File: config.mk
export PLATFORM = sky130hd
export DESIGN_NAME = alu_shift_ctrl_flat
export DESIGN_NICKNAME = d
export VERILOG_FILES = /design/src/rtl/alu_shift_ctrl_if.sv /design/src/rtl/alu_shift_ctrl.sv /design/src/flat_wrapper.sv
export SDC_FILE = /design/constraint.sdc
export NUM_CORES = 1
export LEC_CHECK = 0
export BUFFER_PORTS_ARGS = -buffer_cell sky130_fd_sc_hd__buf_2
export CORE_MARGIN = 2
export CORE_UTILIZATION = 40
export DETAILED_ROUTE_END_ITERATION = 8
export PLACE_DENSITY = 0.7
export SLEW_MARGIN = 20
export SYNTH_ARGS = -nofsm -noshare
export SYNTH_HDL_FRONTEND = slang
export SYNTH_SLANG_ARGS = --single-unit
File: constraint.sdc
create_clock -name clk -period 4.3 [get_ports clk]
set_input_delay 0.215 -clock clk [delete_from_list [all_inputs] [get_ports clk]]
set_output_delay 0.215 -clock clk [all_outputs]
set_load 0.01 [all_outputs]
File: src/rtl/alu_shift_ctrl_if.sv
// Request/response handshake bundle between ALU op decode (master) and the shift sequencer (slave).
interface alu_shift_ctrl_if #(
  parameter int WIDTH = 32,
  parameter int AMT_W = $clog2(WIDTH) + 1
);
  logic             req_valid;
  logic             req_ready;
  logic [WIDTH-1:0] req_operand;
  logic [AMT_W-1:0] req_amt;
  logic             req_dir;
  logic             rsp_valid;
  logic             rsp_ready;
  logic [WIDTH-1:0] rsp_result;

  modport master (
    output req_valid, req_operand, req_amt, req_dir, rsp_ready,
    input  req_ready, rsp_valid, rsp_result
  );

  modport slave (
    input  req_valid, req_operand, req_amt, req_dir, rsp_ready,
    output req_ready, rsp_valid, rsp_result
  );
endinterface

File: src/rtl/alu_shift_ctrl.sv
// Sequencer for the ALU's 1-bit-per-cycle load/shift register: one request at a time.
// Optional macro ALU_SHIFT_CTRL_SAT_BYPASS_EN: amounts >= WIDTH skip the shifter and return 0.
module alu_shift_ctrl #(
  parameter int WIDTH = 32,
  parameter int AMT_W = $clog2(WIDTH) + 1
) (
  input  logic             clk,
  input  logic             reset_n,
  alu_shift_ctrl_if.slave  bus,
  output logic [WIDTH-1:0] sh_operand,
  output logic             sh_l_enable,
  output logic             sh_shift_l_r,
  input  logic [WIDTH-1:0] sh_result,
  output logic             busy
);

  typedef enum logic [1:0] {IDLE, LOAD, SHIFT, DONE} state_t;

  localparam logic [AMT_W-1:0] AMT_MAX = AMT_W'(WIDTH);
  localparam logic [AMT_W-1:0] AMT_ONE = AMT_W'(1);

  state_t           state;
  logic [AMT_W-1:0] cnt;

  // sh_l_enable is registered one cycle ahead so it is high exactly in SHIFT cycles with cnt!=0
  always_ff @(posedge clk or negedge reset_n) begin
    if (!reset_n) begin
      state          <= IDLE;
      cnt            <= '0;
      sh_operand     <= '0;
      sh_l_enable    <= 1'b0;
      sh_shift_l_r   <= 1'b0;
      busy           <= 1'b0;
      bus.req_ready  <= 1'b1;
      bus.rsp_valid  <= 1'b0;
      bus.rsp_result <= '0;
    end else begin
      case (state)
        IDLE: begin
          if (bus.req_valid) begin
            bus.req_ready <= 1'b0;
            busy          <= 1'b1;
            sh_operand    <= bus.req_operand;
            sh_shift_l_r  <= bus.req_dir;
`ifdef ALU_SHIFT_CTRL_SAT_BYPASS_EN
            if (bus.req_amt >= AMT_MAX) begin
              cnt            <= '0;
              bus.rsp_result <= '0;
              bus.rsp_valid  <= 1'b1;
              state          <= DONE;
            end else begin
              cnt   <= bus.req_amt;
              state <= LOAD;
            end
`else
            cnt   <= (bus.req_amt > AMT_MAX) ? AMT_MAX : bus.req_amt;
            state <= LOAD;
`endif
          end
        end
        LOAD: begin
          sh_l_enable <= (cnt != '0);
          state       <= SHIFT;
        end
        SHIFT: begin
          if (cnt != '0) begin
            cnt         <= cnt - AMT_ONE;
            sh_l_enable <= (cnt != AMT_ONE);
          end else begin
            sh_l_enable    <= 1'b0;
            bus.rsp_result <= sh_result;
            bus.rsp_valid  <= 1'b1;
            state          <= DONE;
          end
        end
        DONE: begin
          if (bus.rsp_ready) begin
            bus.rsp_valid <= 1'b0;
            bus.req_ready <= 1'b1;
            busy          <= 1'b0;
            state         <= IDLE;
          end
        end
        default: state <= IDLE;
      endcase
    end
  end

endmodule

File: src/flat_wrapper.sv
// flat-port wrapper written by rule: the top's interface ports become plain ports
module alu_shift_ctrl_flat 
#(
  parameter int WIDTH = 32,
  parameter int AMT_W = $clog2(WIDTH) + 1
)
  (clk, reset_n, sh_operand, sh_l_enable, sh_shift_l_r, sh_result, busy, bus_req_valid, bus_req_operand, bus_req_amt, bus_req_dir, bus_rsp_ready, bus_req_ready, bus_rsp_valid, bus_rsp_result);
  alu_shift_ctrl_if #(.WIDTH(WIDTH), .AMT_W(AMT_W)) bus_i ();
  input  logic clk;
  input  logic reset_n;
  output logic [WIDTH-1:0] sh_operand;
  output logic sh_l_enable;
  output logic sh_shift_l_r;
  input  logic [WIDTH-1:0] sh_result;
  output logic busy;
  input wire logic [$bits(bus_i.req_valid)-1:0] bus_req_valid;
  input wire logic [$bits(bus_i.req_operand)-1:0] bus_req_operand;
  input wire logic [$bits(bus_i.req_amt)-1:0] bus_req_amt;
  input wire logic [$bits(bus_i.req_dir)-1:0] bus_req_dir;
  input wire logic [$bits(bus_i.rsp_ready)-1:0] bus_rsp_ready;
  output wire logic [$bits(bus_i.req_ready)-1:0] bus_req_ready;
  output wire logic [$bits(bus_i.rsp_valid)-1:0] bus_rsp_valid;
  output wire logic [$bits(bus_i.rsp_result)-1:0] bus_rsp_result;
  assign bus_i.req_valid = bus_req_valid;
  assign bus_i.req_operand = bus_req_operand;
  assign bus_i.req_amt = bus_req_amt;
  assign bus_i.req_dir = bus_req_dir;
  assign bus_i.rsp_ready = bus_rsp_ready;
  assign bus_req_ready = bus_i.req_ready;
  assign bus_rsp_valid = bus_i.rsp_valid;
  assign bus_rsp_result = bus_i.rsp_result;
  alu_shift_ctrl #(.WIDTH(WIDTH), .AMT_W(AMT_W)) u_core (.clk(clk), .reset_n(reset_n), .bus(bus_i), .sh_operand(sh_operand), .sh_l_enable(sh_l_enable), .sh_shift_l_r(sh_shift_l_r), .sh_result(sh_result), .busy(busy));
endmodule
==> results of run 1 <==
## area by class of cell
| type | count | area [um^2] | share of cell area |
|---|---|---|---|
| flip-flops and latches | 77 | 1930 | 0.461 |
| inverters | 9 | 33.8 | 0.00807 |
| well taps | 102 | 128 | 0.0305 |
| clock inverters | 6 | 38.8 | 0.00926 |
| multi-input cells | 126 | 1190 | 0.285 |
| repair buffers | 144 | 726 | 0.173 |
| clock buffers | 10 | 138 | 0.0329 |
## worst paths after layout
kind                                        from                        end  slack (ns)  cells past startpoint
max                              u_core.state[0]  u_core.bus.rsp_result[10]        1.61                      4
min                                      reset_n      u_core.sh_operand[16]       0.003                      1
max reg2reg                      u_core.state[0]  u_core.bus.rsp_result[10]        1.61                      4
min reg2reg                u_core.sh_operand[11]      u_core.sh_operand[11]        0.50                      1
max in group asynchronous                reset_n  u_core.bus.rsp_result[31]        3.69                      1
min in group clk             bus_req_operand[30]      u_core.sh_operand[30]        0.09                      2
## power by group
group	total, mW	internal, mW	switching (mW)
clock	0.489	0.223	0.266
combinational	1.31	0.686	0.623
sequential	1.30	1.10	0.208
total	3.10	2.00	1.10
## kinds of logic after synthesis
family                   after synthesis  share of synthesized area
XOR/XNOR                               1                    0.00273
buffers and inverters                 18                     0.0273
adder cells (fa/ha/maj)                6                     0.0234
AO/OA/AOI/OAI                         29                     0.0620
multiplexers                          69                      0.241
AND/OR/NAND/NOR                       21                     0.0429
flip-flops                            77                      0.601
## state kept, by name (all words and copies together), names as in the netlist
register,flops
u_core.bus.rsp_result,32
u_core.bus.rsp_valid,1
u_core.bus.req_ready,1
u_core.sh_operand,32
u_core.cnt,6
u_core.sh_l_enable,1
u_core.busy,1
u_core.state,2
u_core.sh_shift_l_r,1
## metal layers
layer / up-vias / global-route usage / part of all wire
met3: 9 / 0.0516 / 0.076
met1: 1096 / 0.182 / 0.40
met4: 0 / 0.0761 / 0.018
met5: - / 0 / 0
li1: 1079 / - / -
met2: 75 / 0.267 / 0.51
## layout by cell type, fill, tap and decap left out, types with 2 or more instances in the layout
cell	netlist	routed
buf_2	4	142
dfrtp_1	76	76
mux2_2	67	67
a21oi_1	10	10
clkbuf_8	0	10
inv_1	9	9
nand2_1	6	6
ha_1	6	6
o21ai_0	5	5
nor2_1	4	4
a31oi_1	3	3
clkinv_2	0	3
mux2i_1	2	2
nor3_1	2	2
nand2b_1	2	2
a21o_1	2	2
clkinvlp_4	0	2
buf_4	2	2
## metrics by stage
step | instance area [um^2] | hold slack, ns
2_1_floorplan | 3210 | -0.0806
3_3_place_gp | 4010 | 0.421
3_5_place_dp | 4010 | 0.421
4_1_cts | 4190 | 0.0415
5_1_grt | 4190 | 0.0733
6_report | 4190 | 0.00296
## critical path: stages (launching register included)
cell and delay [ns]:
dfrtp_1 0.41, inv_1 0.10, ha_1 0.66, nand3_2 0.85, mux2_2 0.55
==> load_flow_metrics.sql, run 1 <==
INSERT INTO impl_metrics (metric_group, metric, value, unit) VALUES
('layout', 'areaGrowthSynthToFinish', '30.4', '%'),
('global_routing', 'grt_pass1_vias', '2406', ''),
('synthesis', 'synthesis.area_per_instance', '14.5', 'um^2'),
('clock_tree', 'cts.reportedPaths.clkPinSlew', '0.08', 'ns'),
('clock_tree', 'clock_tree.htree_level_count', '3', ''),
('die', 'start_util', '0.413', ''),
('clock_tree', 'clock_tree.root_cell', 'clkbuf_8', ''),
('critical_path', 'critical_path_class', 'register to register', ''),
('synthesis', 'synth_ff_type', 'dfrtp_1', ''),
('critical_path', 'crit_required', '4.53', 'ns'),
('placement', 'place_worst_setup_slack', '1.57', 'ns'),
('timing', 'hold_violations', '0', ''),
('global_routing', 'grt_first_pass_wirelength', '10.8', 'mm'),
('die', 'num_rows', '32', ''),
('placement', 'dp_hpwl', '4.68', 'mm'),
('route', 'route.antenna.remaining_nets', '0', ''),
('critical_path', 'setup.worst_path.end_class', 'register', ''),
('synthesis', 'synth_enable_flop_cells', '0', ''),
('layout', 'n_antenna_cell', '0', ''),
('clock_tree', 'clock_path_buffers', '2', ''),
('synthesis', 'synth_area', '3210', 'um^2'),
('pwr', 'max-vdd-ir-drop', '0.311', 'mV'),
('synthesis', 'yosys-top-cells-count', 'dfrtp_1 (76), mux2_2 (67), a21oi_1 (10), inv_1 (9)', ''),
('synthesis', 'post_synth_num_cell_types', '36', ''),
('route', 'drt_first_iter_violations', '47', ''),
('worst_hold_path', 'holdCritPathClass', 'input pin to asynchronous set/reset pin', ''),
('die', 'die_area', '8760', 'um^2'),
('route', 'routed_wl', '6.48', 'mm'),
('layout', 'layout.core_utilization', '0.539', ''),
('placement', 'port_buffers', '143', ''),
('synthesis', 'postSynthCellCount', '221', ''),
('synthesis', 'yosysMostFrequentCell', 'dfrtp_1', ''),
('run_status', 'status', 'finished, final reports clean', ''),
('flow_run', 'max_cap_violations', '0', ''),
('layout', 'drive_above_1_share', '0.632', ''),
('die', 'chipWidth', '93.6', 'um'),
('clock_tree', 'tritoncts.num_buffers', '9', ''),
('layout', 'fillCellCount', '715', ''),
('synthesis', 'synthesis.yosys.warnings', '0', ''),
('timing', 'timing.max_slew.rel_slack', '0.374', ''),
('route', 'route.detailed.wl_per_inst', '13.7', 'um'),
('layout', 'post_layout_nets', '448', ''),
('layout', 'non_filler_instances', '474', ''),
('synthesis', 'postSynthNetCount', '302', ''),
('clock_tree', 'cts_num_sinks', '77', ''),
('timing', 'period_minus_slack', '2.69', 'ns'),
('timing', 'finalSetupViolations', '0', ''),
('critical_path', 'worstSetupStartpointType', 'register', ''),
('die', 'dieHeight', '93.6', 'um'),
('timing', 'timing.final.crit_share', '0.625', ''),
('placement', 'place_congestion', '0.776', ''),
('global_routing', 'grt_antenna_before_repair', '0', ''),
('die', 'boundaryPins', '144', ''),
('clock_tree', 'worst_skew_pair.late_latency', '0.35', 'ns'),
('synthesis', 'ffs_latches_synth', '77', ''),
('route', 'detail_route.first_pass.iterations', '4', ''),
('route', 'num_vias', '2259', ''),
('timing', 'setup_total_negative_slack', '0', 'ns'),
('critical_path', 'worstPathArrival', '2.92', 'ns'),
('pwr', 'power.density', '741', 'nW/um^2'),
('route', 'post_drt_via_cell_ratio', '4.77', ''),
('critical_path', 'critPathMaxFanout', '34', ''),
('placement', 'place.detailed.instances', '458', ''),
('timing', 'fmax', '0.372', 'GHz'),
('synthesis', 'ys_top_cells_by_area', 'dfrtp_1 (59%), mux2_2 (23%), ha_1 (2.3%)', ''),
('global_routing', 'grt_usage', '0.158', ''),
('clock_tree', 'cts_tree', 'done', ''),
('die', 'fp.coreArea', '7770', 'um^2'),
('pwr', 'fin_total_pwr', '3.10', 'mW'),
('timing', 'worst_pin_slew', '0.939', 'ns'),
('clock_tree', 'cts-resized-gates', '0', ''),
('synthesis', 'synthArstFlopShare', '1.00', ''),
('timing', 'rsz_0062_raised_after_global_routing', 'false', ''),
('pwr', 'power_leakage', '2.06', 'nW'),
('global_routing', 'global_route.overflow_total', '0', ''),
('route', 'detail_route.drc_violations', '0', ''),
('timing', 'maxSlewViolCount', '0', ''),
('clock_tree', 'cts.repair_timing.setup_buffer_count', '0', ''),
('clock_tree', 'quantity_of_hold_fixing_buffers_added_after_cts', '0', ''),
('timing', 'final_critical_path_setup_slack', '1.61', 'ns'),
('synthesis', 'synth_top_area_share', '0.592', ''),
('global_routing', 'grt_max_degree', '78', ''),
('synthesis', 'yosysTopAreaCell', 'dfrtp_1', ''),
('timing', 'skew', '0.00773', 'ns'),
('synthesis', 'synth_seq_area_share', '0.601', '');
Note: power is estimated with default switching activity, not from simulation.
==> run 2: changes to the inputs <==
==> constraint.sdc (replaced) <==
create_clock -name clk -period 2.6 [get_ports clk]
set_input_delay 0.13 -clock clk [delete_from_list [all_inputs] [get_ports clk]]
set_output_delay 0.13 -clock clk [all_outputs]
set_load 0.01 [all_outputs]
==> run 2 against run 1 <==
Effect of this change:
- count of clock-buffer cells in the layout is the same
- clock skew grew 0.0040 ns
- via count grew 2.6%
- first-iteration DRC count shrank 28%
- highest routed layer unchanged
- register-to-register slack lost 1.0 ns
- utilization grew 1.4 points
- global-route usage grew 0.15 points
- sequential share of layout area shrank 1.2 points
==> load_flow_metrics.sql, run 2 (synthesis gave the netlist of run 1 again) <==
INSERT INTO impl_metrics (metric_group, metric, value, unit) VALUES
('critical_path', 'crit-reg2reg-capture', 'u_core.cnt[1]', ''),
('flow_run', 'max_cap_violations', '0', ''),
('route', 'num_vias', '2317', ''),
('clock_tree', 'clock_tree.root_cell', 'clkbuf_8', ''),
('clock_tree', 'worst_skew_pair.late_latency', '0.34', 'ns'),
('global_routing', 'global_route.overflow_total', '0', ''),
('layout', 'areaGrowthSynthToFinish', '33.8', '%'),
('layout', 'post_layout_nets', '459', ''),
('clock_tree', 'cts.reportedPaths.clkPinSlew', '0.09', 'ns'),
('layout', 'layout.core_utilization', '0.553', ''),
('route', 'post_drt_via_cell_ratio', '4.78', ''),
('timing', 'setup_total_negative_slack', '0', 'ns'),
('layout', 'drive_above_1_share', '0.616', ''),
('worst_hold_path', 'hold_depth', '2', ''),
('timing', 'skew', '0.0118', 'ns'),
('timing', 'maxSlewViolCount', '0', ''),
('clock_tree', 'tritoncts.num_buffers', '9', ''),
('layout', 'layout.area.seq', '1930', 'um^2'),
('placement', 'dp_hpwl', '4.83', 'mm'),
('pwr', 'power.density', '1200', 'nW/um^2'),
('die', 'boundaryPins', '144', ''),
('critical_path', 'worstPathArrival', '2.24', 'ns'),
('global_routing', 'grt_first_pass_wirelength', '10.9', 'mm'),
('clock_tree', 'cts_tree', 'done', ''),
('route', 'detail_route.drc_violations', '0', ''),
('critical_path', 'crit-reg2reg-launch', 'u_core.state[0]', ''),
('critical_path', 'setup.worst_path.end_class', 'register', ''),
('layout', 'largest_registers', 'u_core.bus.rsp_result: 32 flops, u_core.sh_operand: 32 flops, u_core.cnt: 6 flops', ''),
('route', 'routed_wl', '6.70', 'mm'),
('layout', 'n_antenna_cell', '0', ''),
('critical_path', 'rrSetupSlack', '0.58', 'ns'),
('die', 'fp.coreArea', '7770', 'um^2'),
('critical_path', 'critPathMaxFanout', '10', ''),
('worst_hold_path', 'holdCritPathClass', 'input pin to register', ''),
('layout', 'non_filler_instances', '485', ''),
('layout', 'multiInputGateArea', '1190', 'um^2'),
('critical_path', 'worstRegToRegCells', '5', ''),
('global_routing', 'grt_antenna_before_repair', '0', ''),
('timing', 'period_minus_slack', '2.02', 'ns'),
('worst_hold_path', 'hp-start', 'bus_req_operand[16]', ''),
('placement', 'place.detailed.instances', '460', ''),
('die', 'die_area', '8760', 'um^2'),
('worst_hold_path', 'timing.hold.worst_endpoint', 'u_core.sh_operand[16]', ''),
('route', 'route.detailed.wl_per_inst', '13.8', 'um'),
('timing', 'hold_violations', '0', ''),
('die', 'num_rows', '32', ''),
('timing', 'timing.max_slew.rel_slack', '0.365', ''),
('die', 'chipWidth', '93.6', 'um'),
('layout', 'most-common-layout-cells', 'buf_2 (142), dfrtp_1 (76), mux2_2 (67), a21oi_1 (10)', ''),
('die', 'start_util', '0.413', ''),
('timing', 'worst_pin_slew', '0.952', 'ns'),
('global_routing', 'grt_pass1_vias', '2343', ''),
('layout', 'fillCellCount', '709', ''),
('die', 'dieHeight', '93.6', 'um'),
('placement', 'port_buffers', '143', ''),
('timing', 'finalSetupViolations', '0', ''),
('clock_tree', 'cts_num_sinks', '77', ''),
('critical_path', 'worstSetupStartpointType', 'register', ''),
('pwr', 'power_leakage', '2.10', 'nW'),
('run_status', 'status', 'finished, final reports clean', ''),
('layout', 'layout_commonest_cell', 'buf_2', ''),
('route', 'drt_first_iter_violations', '34', ''),
('timing', 'rsz_0062_raised_after_global_routing', 'false', ''),
('global_routing', 'grt_usage', '0.160', ''),
('route', 'detail_route.first_pass.iterations', '4', ''),
('clock_tree', 'cts.repair_timing.setup_buffer_count', '0', ''),
('global_routing', 'grt_max_degree', '78', ''),
('critical_path', 'crit_required', '2.82', 'ns'),
('clock_tree', 'clock_path_buffers', '2', ''),
('placement', 'place_congestion', '0.802', ''),
('route', 'route.antenna.remaining_nets', '0', ''),
('timing', 'timing.final.crit_share', '0.779', ''),
('critical_path', 'worst_setup_path_startpoint', 'u_core.state[0]', ''),
('clock_tree', 'clock_tree.htree_level_count', '3', ''),
('critical_path', 'critical_path_class', 'register to register', ''),
('timing', 'fmax', '0.494', 'GHz'),
('pwr', 'max-vdd-ir-drop', '0.607', 'mV');
run 2: worst max-delay path by stage:
stage,endpoint,slack (ns),depth (start not counted)
after floorplan,u_core.cnt[5],0.85,7
after global placement,u_core.cnt[1],0.66,5
after detailed placement,u_core.cnt[1],0.58,5
after CTS,u_core.cnt[1],0.54,5
after global routing,u_core.cnt[1],0.37,5
final,u_core.cnt[1],0.58,5
run 2: report_power, final:
group / internal (mW) / switching [mW] / total [mW]
Combinational: 1.16 / 1.05 / 2.21
Sequential: 1.81 / 0.343 / 2.15
Clock: 0.345 / 0.431 / 0.776
Total: 3.32 / 1.83 / 5.14
run 2: routing by layer:
| metal | vias to the layer above | share of wire | GRT usage |
|---|---|---|---|
| met1 | 1143 | 0.40 | 0.196 |
| met5 | - | 0 | 0 |
| met3 | 6 | 0.064 | 0.0524 |
| met2 | 72 | 0.52 | 0.266 |
| li1 | 1096 | - | - |
| met4 | 0 | 0.014 | 0.0568 |
run 2: worst max-delay path, stage by stage, from the launching register on:
cell	delay (ns)
dfrtp_1	0.40
inv_1	0.09
ha_1	0.39
mux2i_1	0.25
a31oi_1	0.40
mux2_2	0.39
run 2: metrics by stage:
| stage | hold slack [ns] | worst slack [ns] | cell area, um^2 | total power [mW] |
|---|---|---|---|---|
| after floorplan | -0.166 | 0.854 | 3210 | 3.53 |
| after global placement | 0.345 | 0.655 | 4040 | 4.32 |
| after detailed placement | 0.347 | 0.577 | 4040 | 4.41 |
| after CTS | 0.0000432 | 0.543 | 4290 | 5.22 |
| after global routing | 0.000676 | 0.367 | 4300 | 5.54 |
| final | 0.0223 | 0.575 | 4300 | 5.14 |
run 2: layout make-up:
type | count | area share
Clock inverter | 6 | 0.00961
Inverter | 9 | 0.00786
Sequential cell | 77 | 0.449
Multi-Input combinational cell | 126 | 0.278
Tap cell | 102 | 0.0297
Clock buffer | 10 | 0.0297
Timing Repair Buffer | 155 | 0.196
run 2: timing repair:
action | in CTS | in global routing
endpoints found under the hold margin | 83 | 1
resized for setup | 0 | 0
hold buffers | 8 | 1
==> run 3: changes to the inputs <==
==> constraint.sdc (replaced) <==
create_clock -name clk -period 2.1 [get_ports clk]
set_input_delay 0.105 -clock clk [delete_from_list [all_inputs] [get_ports clk]]
set_output_delay 0.105 -clock clk [all_outputs]
set_load 0.01 [all_outputs]
==> run 3 against run 2 <==
Effect of this change:
- die area stayed put
- via count up 8.5%
- critical endpoint is now u_core.cnt[5]
- power rose by 29%
- critical path type unchanged
- first-iteration DRC count grew 85%
- worst setup slack got worse by 0.30 ns
- largest power group unchanged
- flip-flop and latch count unchanged
- global-route usage is 2.2 points higher
==> load_flow_metrics.sql, run 3 (synthesis gave the netlist of run 1 again) <==
INSERT INTO impl_metrics (metric_group, metric, value, unit) VALUES
('die', 'fp.coreArea', '7770', 'um^2'),
('route', 'drt_first_iter_violations', '63', ''),
('timing', 'worst_pin_slew', '0.445', 'ns'),
('placement', 'place_worst_setup_slack', '0.279', 'ns'),
('die', 'chipWidth', '93.6', 'um'),
('critical_path', 'critical-path-max-stage-delay', '0.43', 'ns'),
('layout', 'finish.instance_area', '4880', 'um^2'),
('clock_tree', 'worst_skew_pair.late_latency', '0.34', 'ns'),
('die', 'dieHeight', '93.6', 'um'),
('global_routing', 'grt_antenna_before_repair', '0', ''),
('clock_tree', 'clock_tree.root_cell', 'clkbuf_8', ''),
('critical_path', 'critPathMaxFanout', '5', ''),
('layout', 'n_antenna_cell', '0', ''),
('clock_tree', 'clock_tree.htree_level_count', '3', ''),
('critical_path', 'crit_required', '2.33', 'ns'),
('route', 'detail_route.drc_violations', '0', ''),
('timing', 'fmax', '0.548', 'GHz'),
('route', 'num_vias', '2514', ''),
('global_routing', 'grt_usage', '0.182', ''),
('global_routing', 'grt_first_pass_wirelength', '12.5', 'mm'),
('timing', 'period_minus_slack', '1.82', 'ns'),
('worst_hold_path', 'hold_depth', '2', ''),
('critical_path', 'worstPathArrival', '2.05', 'ns'),
('timing', 'maxSlewViolCount', '0', ''),
('pwr', 'power_leakage', '2.36', 'nW'),
('global_routing', 'grt_max_degree', '78', ''),
('die', 'boundaryPins', '144', ''),
('route', 'routed_wl', '7.66', 'mm'),
('critical_path', 'critical_path.cell_chain', 'inv_1 > ha_1 > mux2i_1 > nor3b_2 > xnor2_1 > a2111oi_2', ''),
('critical_path', 'critical_path_class', 'register to register', ''),
('die', 'die_area', '8760', 'um^2'),
('placement', 'port_buffers', '143', ''),
('clock_tree', 'tritoncts.num_buffers', '9', ''),
('clock_tree', 'cts_num_sinks', '77', ''),
('layout', 'layout_commonest_cell', 'buf_2', ''),
('route', 'detail_route.first_pass.iterations', '4', ''),
('global_routing', 'global_route.overflow_total', '0', ''),
('layout', 'fillCellCount', '654', ''),
('layout', 'drive_above_1_share', '0.547', ''),
('run_status', 'status', 'finished, final reports clean', ''),
('timing', 'timing.final.crit_share', '0.868', ''),
('layout', 'layout.core_utilization', '0.629', ''),
('placement', 'place_congestion', '0.796', ''),
('timing', 'rsz_0062_raised_after_global_routing', 'false', ''),
('worst_hold_path', 'holdCritPathClass', 'input pin to register', ''),
('timing', 'hold_violations', '0', ''),
('die', 'start_util', '0.413', ''),
('pwr', 'max-vdd-ir-drop', '0.612', 'mV'),
('critical_path', 'slowest_stage', 'mux2i_1', ''),
('route', 'route.antenna.remaining_nets', '0', ''),
('flow_run', 'max_cap_violations', '0', ''),
('timing', 'finalSetupViolations', '0', ''),
('placement', 'place_area', '4080', 'um^2'),
('clock_tree', 'cts_tree', 'done', ''),
('layout', 'largest_registers', 'u_core.bus.rsp_result: 32 flops, u_core.sh_operand: 32 flops, u_core.cnt: 6 flops', ''),
('layout', 'post_layout_nets', '513', ''),
('layout', 'most-common-layout-cells', 'buf_2 (142), dfrtp_1 (76), mux2_2 (67), dlygate4sd3_1 (61), clkbuf_8 (13)', ''),
('route', 'route.detailed.wl_per_inst', '14.2', 'um'),
('timing', 'skew', '0.0110', 'ns'),
('clock_tree', 'cts-resized-gates', '0', ''),
('timing', 'final_critical_path_setup_slack', '0.277', 'ns'),
('pwr', 'power.density', '1360', 'nW/um^2'),
('clock_tree', 'cts.reportedPaths.clkPinSlew', '0.07', 'ns'),
('critical_path', 'worstRegToRegCells', '6', ''),
('global_routing', 'grt_pass1_vias', '2666', ''),
('die', 'num_rows', '32', ''),
('timing', 'timing.max_slew.rel_slack', '0.695', ''),
('clock_tree', 'clock_path_buffers', '2', ''),
('route', 'post_drt_via_cell_ratio', '4.66', ''),
('timing', 'setup_total_negative_slack', '0', 'ns'),
('placement', 'dp_hpwl', '4.84', 'mm'),
('critical_path', 'worstSetupStartpointType', 'register', ''),
('critical_path', 'setup.worst_path.end_class', 'register', ''),
('layout', 'areaGrowthSynthToFinish', '52.1', '%');
-- run 3: per-stage QoR --
| step | instances | hold WS [ns] | power [mW] |
|---|---|---|---|
| floorplan | 221 | -0.191 | 4.38 |
| global placement | 462 | 0.163 | 5.37 |
| detailed placement | 462 | 0.169 | 5.49 |
| CTS | 539 | 0.0000815 | 6.67 |
| global route | 539 | 0.000977 | 7.09 |
| finish | 539 | 0.0126 | 6.62 |
-- run 3: final cells by class --
cell class	count	area [um^2]	share of cell area
timing repair buffer	209	1400	0.287
sequential	77	1930	0.395
clock inverter	3	17.5	0.00359
tap	102	128	0.0261
clock buffer	13	179	0.0366
inverter	9	33.8	0.00692
multi-input combinational	126	1190	0.245
-- run 3: critical path: cells and delay by family (launching register included) --
kind                       cells  cell delay (ns)
AOI/OAI and AO/OA              1             0.35
xor gates and xnor gates       1             0.16
adders and majority gates      1             0.18
buffers and inverters          1             0.09
DFF                            1             0.40
muxes                          1             0.43
and+or+nand+nor                1             0.11
-- run 3: path summary, 6_finish.rpt --
path	startpoint	endpoint	slack, ns
worst min-delay path	sh_result[0]	u_core.bus.rsp_result[0]	0.01
worst max-delay path	u_core.state[0]	u_core.cnt[5]	0.28
worst max register to register	u_core.state[0]	u_core.cnt[5]	0.28
worst min register to register	u_core.bus.rsp_result[4]	u_core.bus.rsp_result[4]	0.50
max in group asynchronous	reset_n	u_core.bus.req_ready	1.46
min in group asynchronous	reset_n	u_core.sh_operand[20]	0.31
-- run 3: metal layers --
metal,part of all wire,GRT usage,vias up
li1,-,-,1203
met1,0.39,0.202,1228
met2,0.54,0.339,74
met3,0.053,0.0371,9
met4,0.016,0.0725,0
met5,0,0,-
-- run 3: power by group --
part / leakage [nW] / internal, mW / total (mW) / switching (mW)
Combinational: 1.36 / 1.52 / 2.86 / 1.34
Clock: 0.101 / 0.555 / 1.08 / 0.524
Sequential: 0.900 / 2.24 / 2.68 / 0.438
Total: 2.36 / 4.32 / 6.62 / 2.30
-- run 3: timing repair --
action	4_1_cts	5_1_grt
endpoints found under the hold margin	136	0
setup buffers	0	0
hold buffers	61	0
